<file path="src/rtl/mcash_arb_pkg.sv">
// Shared helpers for the arbiter return path: index/count widths and the
// grant-vector-to-index conversion used when recording a grant.
package mcash_arb_pkg;

  // Widest grant vector the index conversion accepts.
  localparam int unsigned MAX_N = 32;

  function automatic int unsigned calc_iw(input int unsigned n);
    return (n > 1) ? $clog2(n) : 1;
  endfunction

  function automatic int unsigned calc_cw(input int unsigned depth);
    return $clog2(depth + 1);
  endfunction

  // Lowest set bit wins, so a malformed multi-hot grant still maps to one requester.
  function automatic int unsigned onehot_to_idx(input logic [MAX_N-1:0] vec);
    int unsigned idx;
    idx = 0;
    for (int i = MAX_N - 1; i >= 0; i--) begin
      if (vec[i]) idx = i;
    end
    return idx;
  endfunction

endpackage

</file>
<file path="src/rtl/rr_resp_router_if.sv">
// Request-tracking and response-steering signals between the shared downstream
// port, the arbiter and the N requester response ports.
interface rr_resp_router_if #(
  parameter int N     = 4,
  parameter int DEPTH = 8,
  parameter int DW    = 32
);
  localparam int CW = $clog2(DEPTH + 1);

  logic [N-1:0]  grant_i;
  logic          fire_i;
  logic          stall_o;
  logic          resp_valid_i;
  logic          resp_ready_o;
  logic [DW-1:0] resp_data_i;
  logic [N-1:0]  resp_valid_o;
  logic [N-1:0]  resp_ready_i;
  logic [DW-1:0] resp_data_o;
  logic [CW-1:0] outstanding_o;
  logic          err_o;

  modport slave (
    input  grant_i, fire_i, resp_valid_i, resp_data_i, resp_ready_i,
    output stall_o, resp_ready_o, resp_valid_o, resp_data_o, outstanding_o, err_o
  );

  modport master (
    output grant_i, fire_i, resp_valid_i, resp_data_i, resp_ready_i,
    input  stall_o, resp_ready_o, resp_valid_o, resp_data_o, outstanding_o, err_o
  );
endinterface

</file>
<file path="src/rtl/idx_fifo.sv">
// Small synchronous FIFO holding requester indices of outstanding transactions.
// Pointers carry an extra wrap bit so full and empty are distinguishable.
module idx_fifo #(
  parameter int W     = 2,
  parameter int DEPTH = 8,
  parameter int CW    = $clog2(DEPTH + 1)
) (
  input  logic          clk_i,
  input  logic          rst_ni,
  input  logic          push,
  input  logic          pop,
  input  logic [W-1:0]  wdata,
  output logic [W-1:0]  rdata,
  output logic          full,
  output logic          empty,
  output logic [CW-1:0] count
);
  localparam int AW = $clog2(DEPTH);

  logic [W-1:0] mem [DEPTH];
  logic [AW:0]  wr_ptr;
  logic [AW:0]  rd_ptr;
  logic         push_ok;
  logic         pop_ok;

  assign empty   = (wr_ptr == rd_ptr);
  assign full    = (wr_ptr[AW] != rd_ptr[AW]) && (wr_ptr[AW-1:0] == rd_ptr[AW-1:0]);
  assign push_ok = push && !full;
  assign pop_ok  = pop && !empty;
  assign rdata   = mem[rd_ptr[AW-1:0]];

  always_ff @(posedge clk_i) begin
    if (push_ok) mem[wr_ptr[AW-1:0]] <= wdata;
  end

  always_ff @(posedge clk_i or negedge rst_ni) begin
    if (!rst_ni) begin
      wr_ptr <= '0;
      rd_ptr <= '0;
      count  <= '0;
    end else begin
      if (push_ok) wr_ptr <= wr_ptr + (AW+1)'(1);
      if (pop_ok)  rd_ptr <= rd_ptr + (AW+1)'(1);
      case ({push_ok, pop_ok})
        2'b10:   count <= count + CW'(1);
        2'b01:   count <= count - CW'(1);
        default: count <= count;
      endcase
    end
  end
endmodule

</file>
<file path="src/rtl/rr_resp_router.sv">
// Routes in-order downstream responses back to the requester that issued each
// transaction, using a FIFO of recorded grant indices.
module rr_resp_router
  import mcash_arb_pkg::*;
#(
  parameter int N     = 4,
  parameter int DEPTH = 8,
  parameter int DW    = 32
) (
  input  logic             clk_i,
  input  logic             rst_ni,
  rr_resp_router_if.slave  bus
);
  localparam int IW = calc_iw(N);
  localparam int CW = calc_cw(DEPTH);

  logic [MAX_N-1:0] grant_ext;
  logic [IW-1:0]    wr_idx;
  logic [IW-1:0]    head;
  logic             full;
  logic             empty;
  logic             push;
  logic             pop;
  logic             grant_none;
  logic             grant_multi;
  logic             err_q;
  logic [CW-1:0]    count;

  always_comb begin
    grant_ext        = '0;
    grant_ext[N-1:0] = bus.grant_i;
  end

  assign wr_idx      = IW'(onehot_to_idx(grant_ext));
  assign grant_none  = (bus.grant_i == '0);
  assign grant_multi = |(bus.grant_i & (bus.grant_i - N'(1)));

  // No same-cycle lookahead: a pop never frees room for a push while full.
  assign push = bus.fire_i && !grant_none && !full;
  assign pop  = bus.resp_valid_i && bus.resp_ready_o;

  idx_fifo #(.W(IW), .DEPTH(DEPTH), .CW(CW)) u_fifo (
    .clk_i  (clk_i),
    .rst_ni (rst_ni),
    .push   (push),
    .pop    (pop),
    .wdata  (wr_idx),
    .rdata  (head),
    .full   (full),
    .empty  (empty),
    .count  (count)
  );

  always_comb begin
    bus.resp_valid_o = '0;
    for (int k = 0; k < N; k++) begin
      bus.resp_valid_o[k] = bus.resp_valid_i && !empty && (head == IW'(k));
    end
  end

  assign bus.resp_ready_o  = !empty && bus.resp_ready_i[head];
  assign bus.resp_data_o   = bus.resp_data_i;
  assign bus.stall_o       = full;
  assign bus.outstanding_o = count;
  assign bus.err_o         = err_q;

  always_ff @(posedge clk_i or negedge rst_ni) begin
    if (!rst_ni) begin
      err_q <= 1'b0;
    end else if (bus.fire_i && (grant_none || grant_multi || full)) begin
      err_q <= 1'b1;
    end
  end
endmodule
</file>
<file path="src/flat_wrapper.sv">
// flat-port wrapper written by rule: the top's interface ports become plain ports
module rr_resp_router_flat import mcash_arb_pkg::*;
#(
  parameter int N     = 4,
  parameter int DEPTH = 8,
  parameter int DW    = 32
)
  (clk_i, rst_ni, bus_grant_i, bus_fire_i, bus_resp_valid_i, bus_resp_data_i, bus_resp_ready_i, bus_stall_o, bus_resp_ready_o, bus_resp_valid_o, bus_resp_data_o, bus_outstanding_o, bus_err_o);
  rr_resp_router_if #(.N(N), .DEPTH(DEPTH), .DW(DW)) bus_i ();
  input  logic clk_i;
  input  logic rst_ni;
  input wire logic [$bits(bus_i.grant_i)-1:0] bus_grant_i;
  input wire logic [$bits(bus_i.fire_i)-1:0] bus_fire_i;
  input wire logic [$bits(bus_i.resp_valid_i)-1:0] bus_resp_valid_i;
  input wire logic [$bits(bus_i.resp_data_i)-1:0] bus_resp_data_i;
  input wire logic [$bits(bus_i.resp_ready_i)-1:0] bus_resp_ready_i;
  output wire logic [$bits(bus_i.stall_o)-1:0] bus_stall_o;
  output wire logic [$bits(bus_i.resp_ready_o)-1:0] bus_resp_ready_o;
  output wire logic [$bits(bus_i.resp_valid_o)-1:0] bus_resp_valid_o;
  output wire logic [$bits(bus_i.resp_data_o)-1:0] bus_resp_data_o;
  output wire logic [$bits(bus_i.outstanding_o)-1:0] bus_outstanding_o;
  output wire logic [$bits(bus_i.err_o)-1:0] bus_err_o;
  assign bus_i.grant_i = bus_grant_i;
  assign bus_i.fire_i = bus_fire_i;
  assign bus_i.resp_valid_i = bus_resp_valid_i;
  assign bus_i.resp_data_i = bus_resp_data_i;
  assign bus_i.resp_ready_i = bus_resp_ready_i;
  assign bus_stall_o = bus_i.stall_o;
  assign bus_resp_ready_o = bus_i.resp_ready_o;
  assign bus_resp_valid_o = bus_i.resp_valid_o;
  assign bus_resp_data_o = bus_i.resp_data_o;
  assign bus_outstanding_o = bus_i.outstanding_o;
  assign bus_err_o = bus_i.err_o;
  rr_resp_router #(.N(N), .DEPTH(DEPTH), .DW(DW)) u_core (.clk_i(clk_i), .rst_ni(rst_ni), .bus(bus_i));
endmodule
</file>
<file path="config.mk">
export PLATFORM = sky130hd
export DESIGN_NAME = rr_resp_router_flat
export DESIGN_NICKNAME = d
export VERILOG_FILES = /design/src/rtl/mcash_arb_pkg.sv /design/src/rtl/rr_resp_router_if.sv /design/src/rtl/idx_fifo.sv /design/src/rtl/rr_resp_router.sv /design/src/flat_wrapper.sv
export SDC_FILE = /design/constraint.sdc
export NUM_CORES = 1
export LEC_CHECK = 0
export ABC_AREA = 1
export CAP_MARGIN = 20
export CORE_MARGIN = 5
export CORE_UTILIZATION = 45
export DETAILED_ROUTE_END_ITERATION = 12
export PLACE_DENSITY_LB_ADDON = 0.25
export SLEW_MARGIN = 20
export SYNTH_ARGS = -nofsm -noshare
export SYNTH_HDL_FRONTEND = slang
export SYNTH_SLANG_ARGS = --single-unit
</file>
<file path="constraint.sdc">
create_clock -name clk_i -period 7.15 [get_ports clk_i]
set_input_delay 1.43 -clock clk_i [delete_from_list [all_inputs] [get_ports clk_i]]
set_output_delay 1.43 -clock clk_i [all_outputs]
set_load 0.01 [all_outputs]
</file>
==> reports/metrics.cfg <==
[routing]
routed_wirelength_um=3080
drt_iter0_drc=65
via_count=1222
wl_per_cell_um=11.8
drc_errors=0
avgViaCountPerCell=4.68
ant_nets=0
dr.pass1.iters=4

[global_routing]
grt_start_max_net_pins=14
grtUsageTotal_pct=12.5
grt_pass1_wl_um=5280
grt_pass1_vias=1162
grt.overflow.total=0
antenna_found_initial=0

[yosys]
ys_seq_elements=29
ys_seq_area_share_pct=42.8
netlist.area_leader.share_pct=25.5
syn_area_per_cell_um2=8.72
synth.distinct_cells=31
yosys_warnings=0
synth.largest_area_cell=edfxtp_1
synthCells=216
synth_nets=266
netlist_area_um2=1880
ys_top_cells_by_area=edfxtp_1, dfrtp_1, buf_4

[setup_path]
worst_ep_required_time_ns=5.72
critPathArrivalTime_ns=2.91
crit_path_end_kind=output port
path_common_cell=clkdlybuf4s50_1
crit_chain=clkdlybuf4s50_1 > inv_1 > nor2_4 > inv_2 > nor3_1 > clkdlybuf4s50_1
critPathLaunchType=input port
max_stage_delay_ns=0.57
critPathSlowestCell=clkdlybuf4s50_1
cp_max_fo=6
crit_type=input port to output port

[finish]
nFillCells=394
final_cell_mix=nand2_1, inv_1, clkdlybuf4s50_1, nor2_1, edfxtp_1
nets=260
layout_commonest_cell=nand2_1
multi_input_area_um2=702
n_antenna_cell=0
final-seq-area_um2=806
final_core_util_pct=49.2
drive_gt1_share_pct=10.9
syn_to_final_growth_pct=5.18
stdcell_count=261
final_area_um2=1980

[sta]
slew_headroom_pct=58.8
fin_tns_setup_ns=0
finalSetupViolations=0
rsz0062_at_grt=no
slew_viol_final=0
period_share_pct=60.7
timing.fmax_mhz=230
finalCriticalPeriod_ns=4.34
tightest_slew_ns=0.616
finalHoldViolCount=0
finClkSkew_ns=0.00799

[placed_design]
place_congestion=0.736
dpl_cell_area_um2=1900
portBuffers=22
dp_cells=253
dp_hpwl_um=2360

[cts]
cts_sinks=29
cts_tree=done
clk_latency_ns=0.28
postCtsResizedCells=0
ctsHoldBuffers=0
cts_made_buffers=5
root_buffer=clkbuf_8
clkTransAtPathRegs_ns=0.06
htree_levels=2
postCtsSetupRepairBufs=0
clockBufferDepth=2

[floorplan]
start_util_pct=46.7
design.die.area_um2=5580
die_w_um=74.7
core_um2=4030
die_h_um=74.7
pin_count=87
row_count=23

[pwr]
irDropWorstVdd_mv=0.174
p_leak_nw=0.908
power_density_nw_per_um2=420

[hold_path]
hp-class=flip-flop to flip-flop

[status]
status=finished, final reports clean

[job]
drv_cap=0

[sequential cells by signal (all words and copies together), names as in the netlist]
name and flops:
u_core.u_fifo.mem 16, u_core.u_fifo.count 4, u_core.u_fifo.rd_ptr 4, u_core.u_fifo.wr_ptr 4
u_core.bus.err_o 1
[through the flow]
step | setup slack, ns | power [W] | hold slack [ns]
after floorplan | 3.77 | 0.000610 | 0.493
after global placement | 2.81 | 0.000710 | 0.450
after detailed placement | 2.78 | 0.000714 | 0.446
after CTS | 2.78 | 0.000846 | 0.465
after global routing | 2.71 | 0.000916 | 0.480
final | 2.81 | 0.000832 | 0.458
[Yosys cell counts (all sizes together)]
cell     n
nand3   14
nand3b   1
edfxtp  16
buf     35
nand4    4
a211oi   1
nor2    19
xnor2    4
a21oi    2
or2      1
o211ai   1
xor2     7
nor3     4
fa       1
a21boi   1
ha       5
nand2   55
a21o     1
o21ai    3
dfrtp   13
inv     28
[kinds of logic (layout without fill, tap and decap cells)]
family | Yosys count | count (layout) | share of synthesized area, %
AND/OR/NAND/NOR | 98 | 98 | 24.3
buffers and inverters | 63 | 58 | 19.9
flip-flops | 29 | 29 | 42.8
XOR/XNOR | 11 | 11 | 5.51
AO/OA/AOI/OAI | 9 | 9 | 3.12
adder cells (fa/ha/maj) | 6 | 6 | 4.39
[cell type report]
| class | count | share of cell area, % |
|---|---|---|
| repair buffers | 22 | 11.1 |
| flip-flops and latches | 29 | 40.7 |
| well taps | 50 | 3.16 |
| clock buffers | 6 | 3.66 |
| clock inverters | 2 | 0.505 |
| multi-input cells | 124 | 35.4 |
| inverters | 28 | 5.43 |
[critical path, delay by kind of cell]
| family | cells | cell delay [ns] |
|---|---|---|
| simple gates | 2 | 0.34 |
| buf+inv | 4 | 1.14 |
[layer usage]
| layer | global-route usage, % | vias up | wire length, um |
|---|---|---|---|
| li1 | - | 637 | - |
| met2 | 18.0 | 34 | 1360 |
| met4 | 9.09 | 0 | 129 |
| met1 | 16.2 | 533 | 1370 |
| met3 | 3.47 | 18 | 217 |
| met5 | 0 | - | 0 |
[worst paths after layout]
kind	startpoint	end	slack (ns)	cells past startpoint
min in group asynchronous	rst_ni	u_core.u_fifo.rd_ptr[2]	1.53	1
max in group asynchronous	rst_ni	u_core.u_fifo.wr_ptr[1]	5.21	1
setup reg to reg	u_core.u_fifo.rd_ptr[0]	u_core.u_fifo.count[3]	4.12	19
setup / recovery	bus_resp_valid_i	bus_resp_valid_o[1]	2.81	6
hold / removal	u_core.bus.err_o	u_core.bus.err_o	0.46	1
hold reg to reg	u_core.bus.err_o	u_core.bus.err_o	0.46	1
[power breakdown]
group	switching, W	internal [W]
clock network	0.0000598	0.0000672
logic	0.000240	0.000184
registers	0.0000550	0.000227
(Power assumes the default switching activity.)
